--- config.mk ---
export PLATFORM = sky130hd
export DESIGN_NAME = sync_mod_counter
export DESIGN_NICKNAME = d
export VERILOG_FILES = /design/src/rtl/sync_mod_counter.sv
export SDC_FILE = /design/constraint.sdc
export NUM_CORES = 1
export LEC_CHECK = 0
export ABC_AREA = 1
export CAP_MARGIN = 10
export CORE_MARGIN = 5
export CORE_UTILIZATION = 60
export CTS_BUF_LIST = sky130_fd_sc_hd__clkbuf_8
export DETAILED_ROUTE_END_ITERATION = 12
export PLACE_DENSITY = 0.95
export SYNTH_ARGS = -nofsm -noshare
export SYNTH_HDL_FRONTEND = slang
export SYNTH_SLANG_ARGS = --single-unit
--- constraint.sdc ---
create_clock -name clk -period 3.99 [get_ports clk]
set_input_delay 0.798 -clock clk [delete_from_list [all_inputs] [get_ports clk]]
set_output_delay 0.798 -clock clk [all_outputs]
set_load 0.005 [all_outputs]
--- src/rtl/sync_mod_counter.sv ---
// rtl/sync_mod_counter.sv - modulo-N up/down counter with load, clear, wrap/saturate, tc pulse and sticky ovf
// Optional prescaler built only when CNT_PRESCALE_EN is defined.
module sync_mod_counter #(
  parameter int width_cnt = 26,
  parameter int mod_val   = 50000000,
  parameter int presc_div = 1
) (
  input  logic                 clk,
  input  logic                 clrn,
  input  logic                 clr,
  input  logic                 load,
  input  logic [width_cnt-1:0] load_val,
  input  logic                 cnt_en,
  input  logic                 cnt_frw,
  input  logic                 mode_sat,
  input  logic                 ovf_clr,
  output logic [width_cnt-1:0] out,
  output logic                 tc,
  output logic                 ovf
);

  localparam logic [width_cnt-1:0] max_val = width_cnt'(mod_val - 1);
  // One extra bit so mod_val == 2**width_cnt is representable for the load clamp.
  localparam logic [width_cnt:0]   mod_ext = (width_cnt + 1)'(mod_val);

  logic                 step_tick;
  logic                 step_en;
  logic                 at_bnd;
  logic                 bnd_evt;
  logic [width_cnt-1:0] load_clamped;
  logic [width_cnt-1:0] next_step;

`ifdef CNT_PRESCALE_EN
  localparam int presc_w = (presc_div > 1) ? $clog2(presc_div) : 1;
  localparam logic [presc_w-1:0] presc_last = presc_w'(presc_div - 1);

  logic [presc_w-1:0] presc;

  assign step_tick = (presc == presc_last);

  always_ff @(posedge clk or negedge clrn) begin
    if (!clrn) begin
      presc <= '0;
    end else if (clr || load) begin
      presc <= '0;
    end else if (cnt_en) begin
      presc <= step_tick ? '0 : presc + 1'b1;
    end
  end
`else
  // Legal presc_div is always >= 1, so every enabled cycle is a step.
  assign step_tick = (presc_div >= 1);
`endif

  assign step_en      = cnt_en & ~clr & ~load & step_tick;
  assign at_bnd       = cnt_frw ? (out == max_val) : (out == '0);
  assign bnd_evt      = step_en & at_bnd;
  assign load_clamped = ({1'b0, load_val} >= mod_ext) ? max_val : load_val;

  always_comb begin
    next_step = out;
    if (cnt_frw) begin
      if (!at_bnd)       next_step = out + 1'b1;
      else if (!mode_sat) next_step = '0;
    end else begin
      if (!at_bnd)       next_step = out - 1'b1;
      else if (!mode_sat) next_step = max_val;
    end
  end

  always_ff @(posedge clk or negedge clrn) begin
    if (!clrn) begin
      out <= '0;
      tc  <= 1'b0;
      ovf <= 1'b0;
    end else begin
      if (clr) begin
        out <= '0;
        tc  <= 1'b0;
      end else if (load) begin
        out <= load_clamped;
        tc  <= 1'b0;
      end else if (step_en) begin
        out <= next_step;
        tc  <= at_bnd;
      end else begin
        tc  <= 1'b0;
      end
      // A boundary event on the same edge as ovf_clr keeps the flag set.
      if (bnd_evt) begin
        ovf <= 1'b1;
      end else if (ovf_clr) begin
        ovf <= 1'b0;
      end
    end
  end

endmodule
Yosys cells after proc, flatten, opt, wreduce, memory -nomap -nowiden
Cells that the tools add are included.

storage, ports and cells
  output and inout port bits = 28
  logic and storage cells = 32
  register bits after elaboration = 28
  input port bits = 34

operators by class
  bitwise operators = 5
  multiplexer cells = 15
  $lt $le $gt $ge = 1
  equal/unequal tests = 2
  add/subtract/negate cells = 2
  reductions and logical operators = 4

operators by type and width
  operator                                             count
  two-way mux 26 bit                                   9
  adder 26 x 1 -> 26 bit (second input constant)       1
  equality test 26 bit (second input constant)         1
  >= comparator 26 bit (second input constant)         1
  logical NOT 26 bit                                   1
  subtractor 26 x 1 -> 26 bit (second input constant)  1
  two-way mux 1 bit                                    6
  inequality test 4 bit (second input constant)        1
  bitwise AND 1 bit                                    3
  nonzero test 3 bit                                   1
  inverter 1 bit                                       2
  AND reduction 2 bit                                  1
  nonzero test 2 bit                                   1

Depth between registers and ports, before layout
  word-level depth = 7
  mapped depth = 15
  mapped depth without buffers = 14

Worst setup path before layout
OpenSTA, ideal clock, no wires.

  path kind = input to register
  from = in load_val[13]
  to = reg out[24]
  stages = 11
  setup time = 116 ps
  data required time = 3874 ps
  path slack = 2107 ps
  arrival time = 1766 ps
  path buffers = 1
  path through = nand2_1 -> o21bai_1 -> o21ai_0 -> nand2_1 -> nand3_1 -> clkbuf_1 -> nor2_1 -> nor2_1 -> nor2_1 -> nand2_1 -> nand2_1

between the ends
  cells in the longest elaborated chain, start to end = 4

ends and longest elaborated chain
  item                    line  text
  start: declaration      12    input logic [width_cnt-1:0] load_val,
  >= comparator 26 bit    58    assign load_clamped = ({1'b0, load_val} >= mod_ext) ? max_val : load_val;
  two-way mux 26 bit      58
  two-way mux 26 bit      80    end else if (load) begin
  two-way mux 26 bit      77    if (clr) begin
  end signal: assignment  81    out <= load_clamped;
  end signal: assignment  84    out <= next_step;
  end: declaration        17    output logic [width_cnt-1:0] out,

No other way between the ends.
A chain may end at the register's enable or synchronous reset.

Worst setup path after layout
  from = in cnt_frw
  to = reg out[23]

between the ends
  cells in the longest elaborated chain, start to end = 6
  elaborated cells between the ends (all ways) = 9
  those cells by class = eq/ne (1); mux (7); reduce/logical (1)

ends and longest elaborated chain
  item                                          line    text
  start: declaration                            14      input logic cnt_frw,
  two-way mux 1 bit                             56      assign at_bnd = cnt_frw ? (out == max_val) : (out == '0);
  two-way mux 26 bit, on equally long branches  66, 63
  two-way mux 26 bit                            62      if (cnt_frw) begin
  two-way mux 26 bit                            83      end else if (step_en) begin
  two-way mux 26 bit                            80
  two-way mux 26 bit                            77

Parallel ways exist; a longest one is shown, timed or not. The select of a mux whose other input is x is not followed.

==> flow_metrics.py <==
metrics = {
    "status": {
        "run_status": "complete, no violations",
    },
    "sta": {
        "fin_crit_ns": 2.68,
        "slew_headroom_pct": 27.8,
        "drv_slew": 0,
        "rsz0062_at_grt": "no",
        "setup_violations": 0,
        "finalClockSkew_ns": 0.00386,
        "hold_violations": 0,
        "post-route-period-util_pct": 67.1,
        "fmax_mhz": 374,
        "fin_setup_tns_ns": 0,
        "worstMarginPinSlew_ns": 1.08,
    },
    "clock_network": {
        "clk_pin_slew_ns": 0.09,
        "cts-resized-gates": 0,
        "cts_made_buffers": 3,
        "cts_root_buf": "clkbuf_8",
        "htreeDepth": 1,
        "clockBufferDepth": 2,
        "cts_tree": "done",
        "clk_latency_ns": 0.28,
        "cts_hold_buffers": 0,
        "post_cts_buffers": 0,
        "cts.sinks": 28,
    },
    "yosys": {
        "mappedNetlistNets": 702,
        "ys_types": 30,
        "synth_area_um2": 3600,
        "synth.ff_latch_count": 28,
        "synth_seq_area_share_pct": 19.5,
        "postSynthAreaPerCell_um2": 5.40,
        "yosysWarnings": 0,
        "synth_cells": 666,
    },
    "pwr": {
        "leakagePower_nw": 2.04,
        "cellPowerDensity_nw_per_um2": 240,
        "peakVddDrop_uv": 252,
    },
    "drt": {
        "first_pass_iters": 5,
        "viasPerCell": 5.73,
        "wl_met1_um": 5220,
        "route.met2.wl_um": 5360,
        "highest_layer": "met4",
        "routed_wl_um": 12200,
        "met3_length_um": 1340,
        "num_vias": 4478,
        "antenna_left": 0,
        "wl_per_cell_um": 15.6,
        "drc_errors": 0,
        "drt-initial-drc-count": 542,
    },
    "worst_hold_path": {
        "hold_path_class": "flip-flop to flip-flop",
    },
    "critical_path": {
        "path_cells": "clkdlybuf4s50_1 -> buf_4 -> nand3_1 -> nand2_2 -> nand3_2 -> nand2_2 -> nor2_1 -> nand2_1 -> nand2_1",
        "crit_slowest_cell": "clkdlybuf4s50_1",
        "cpPeakStageDelay_ns": 0.68,
        "critPathMaxFanout": 30,
        "cp.arrival_ns": 2.85,
        "required_ns": 4.17,
        "path_class": "input pin to flip-flop",
        "endpoint_kind": "flip-flop",
        "worstSetupStartpointType": "input pin",
    },
    "place": {
        "dp_hpwl_um": 9770,
        "place_area_um2": 4150,
        "portBuffers": 61,
        "dp_cells": 779,
        "gp_congestion": 0.966,
    },
    "run": {
        "cap_violations": 0,
    },
    "global_route": {
        "grt_pass1_wl_um": 19800,
        "grt_pass1_vias": 4008,
        "overflow": 0,
        "antenna_found_initial": 0,
        "grt_start_max_net_pins": 41,
        "grtUsageTotal_pct": 32.7,
    },
    "final_layout": {
        "drive_gt1_share_pct": 6.36,
        "final_area_um2": 4190,
        "area_growth_pct": 16.3,
        "layout.nets": 745,
        "fin_cells": 782,
        "insertedDiodeCount": 0,
        "final_util_pct": 71.1,
    },
    "die": {
        "coreArea_um2": 5890,
        "die_w_um": 87.4,
        "ios": 62,
        "start_util_pct": 61.1,
        "fp.dieH_um": 87.4,
        "rows": 28,
        "dieArea_um2": 7650,
    },
}
## routing by layer
metal  track usage (%)  up-vias
li1                  -     2167
met1              47.5     1982
met2              50.8      290
met3              4.35       39
met4              8.37        0
met5                 0        -
## cells in the mapped netlist
master,number,share of area (%)
nor2_2,12,2.1
o21ai_1,1,0.14
nand4_2,1,0.35
nor2_4,5,1.6
nand2_2,10,1.7
nor2_1,93,9.7
nand2_1,265,28
nand4_1,12,2.1
xnor2_1,4,0.97
inv_1,63,6.6
o21bai_1,1,0.21
nand3b_1,1,0.21
nor3_1,14,1.9
nand3_1,60,8.3
xor2_1,9,2.2
a21oi_1,7,0.97
o31ai_1,2,0.42
clkbuf_1,7,0.73
buf_2,6,0.83
buf_6,7,2.2
o21ai_0,37,5.1
inv_2,3,0.31
buf_4,6,1.3
clkinv_1,1,0.10
nand2_4,1,0.31
nand3_2,4,1.1
dfrtp_1,28,19
o22ai_1,1,0.17
ha_1,2,0.70
or2_2,3,0.52
## where the power goes
part	internal [W]	switching, W	total, W
clock network	0.0000680	0.0000883	0.000156
registers	0.000310	0.0000853	0.000396
logic	0.000186	0.000266	0.000452
## worst max-delay path: cells and delay by family
family | cells | cell delay [ns]
and+or+nand+nor | 7 | 1.04
buffers and inverters | 2 | 1.00
## layout make-up
cell class,instances,area (um2)
multi-input combinational,545,2470
clock buffer,3,41.3
fill,548,1700
timing repair buffer,64,633
inverter,67,251
sequential,28,701
tap,75,93.8
## sequential cells by signal (all words and copies together) (netlist names)
signal	count
ovf	1
tc	1
out	26
## metrics by stage
| stage | setup WS (ns) | hold slack (ns) | total power (W) |
|---|---|---|---|
| global placement | 1.14 | 0.515 | 0.000833 |
| floorplan | 2.11 | 0.502 | 0.000660 |
| global route | 1.10 | 0.569 | 0.00107 |
| CTS | 1.37 | 0.541 | 0.000991 |
| detailed placement | 1.07 | 0.528 | 0.000838 |
| finish | 1.31 | 0.542 | 0.00100 |
## path summary, 6_finish.rpt
kind / from / to / slack (ns) / cells after the start
worst max-delay path: cnt_frw / out[23] / 1.31 / 9
worst min-delay path: ovf / ovf / 0.54 / 2
worst max register to register: out[0] / out[23] / 1.53 / 12
worst min register to register: ovf / ovf / 0.54 / 2
max in group asynchronous: clrn / out[18] / 2.82 / 2
min in group asynchronous: clrn / out[14] / 0.89 / 2
## cell usage in the layout, fill, tap and decap left out, types with 7 or more instances in the layout
master and n:
nand2_2 10, inv_1 63, clkdlybuf4s50_1 61, nor2_2 12, nor2_1 93, nor3_1 14, a21oi_1 7, xor2_1 9
nand4_1 12, nand2_1 265, dfrtp_1 28, o21ai_0 37, nand3_1 60
## kinds of logic after synthesis
group / after synthesis / synth area share [%]
AND/OR/NAND/NOR: 481 / 57.6
buffers and inverters: 93 / 12.0
AO/OA/AOI/OAI: 49 / 7.06
flip-flops: 28 / 19.5
XOR/XNOR: 13 / 3.16
adder cells (fa/ha/maj): 2 / 0.695
No activity file was read; power rests on OpenSTA's default activity.
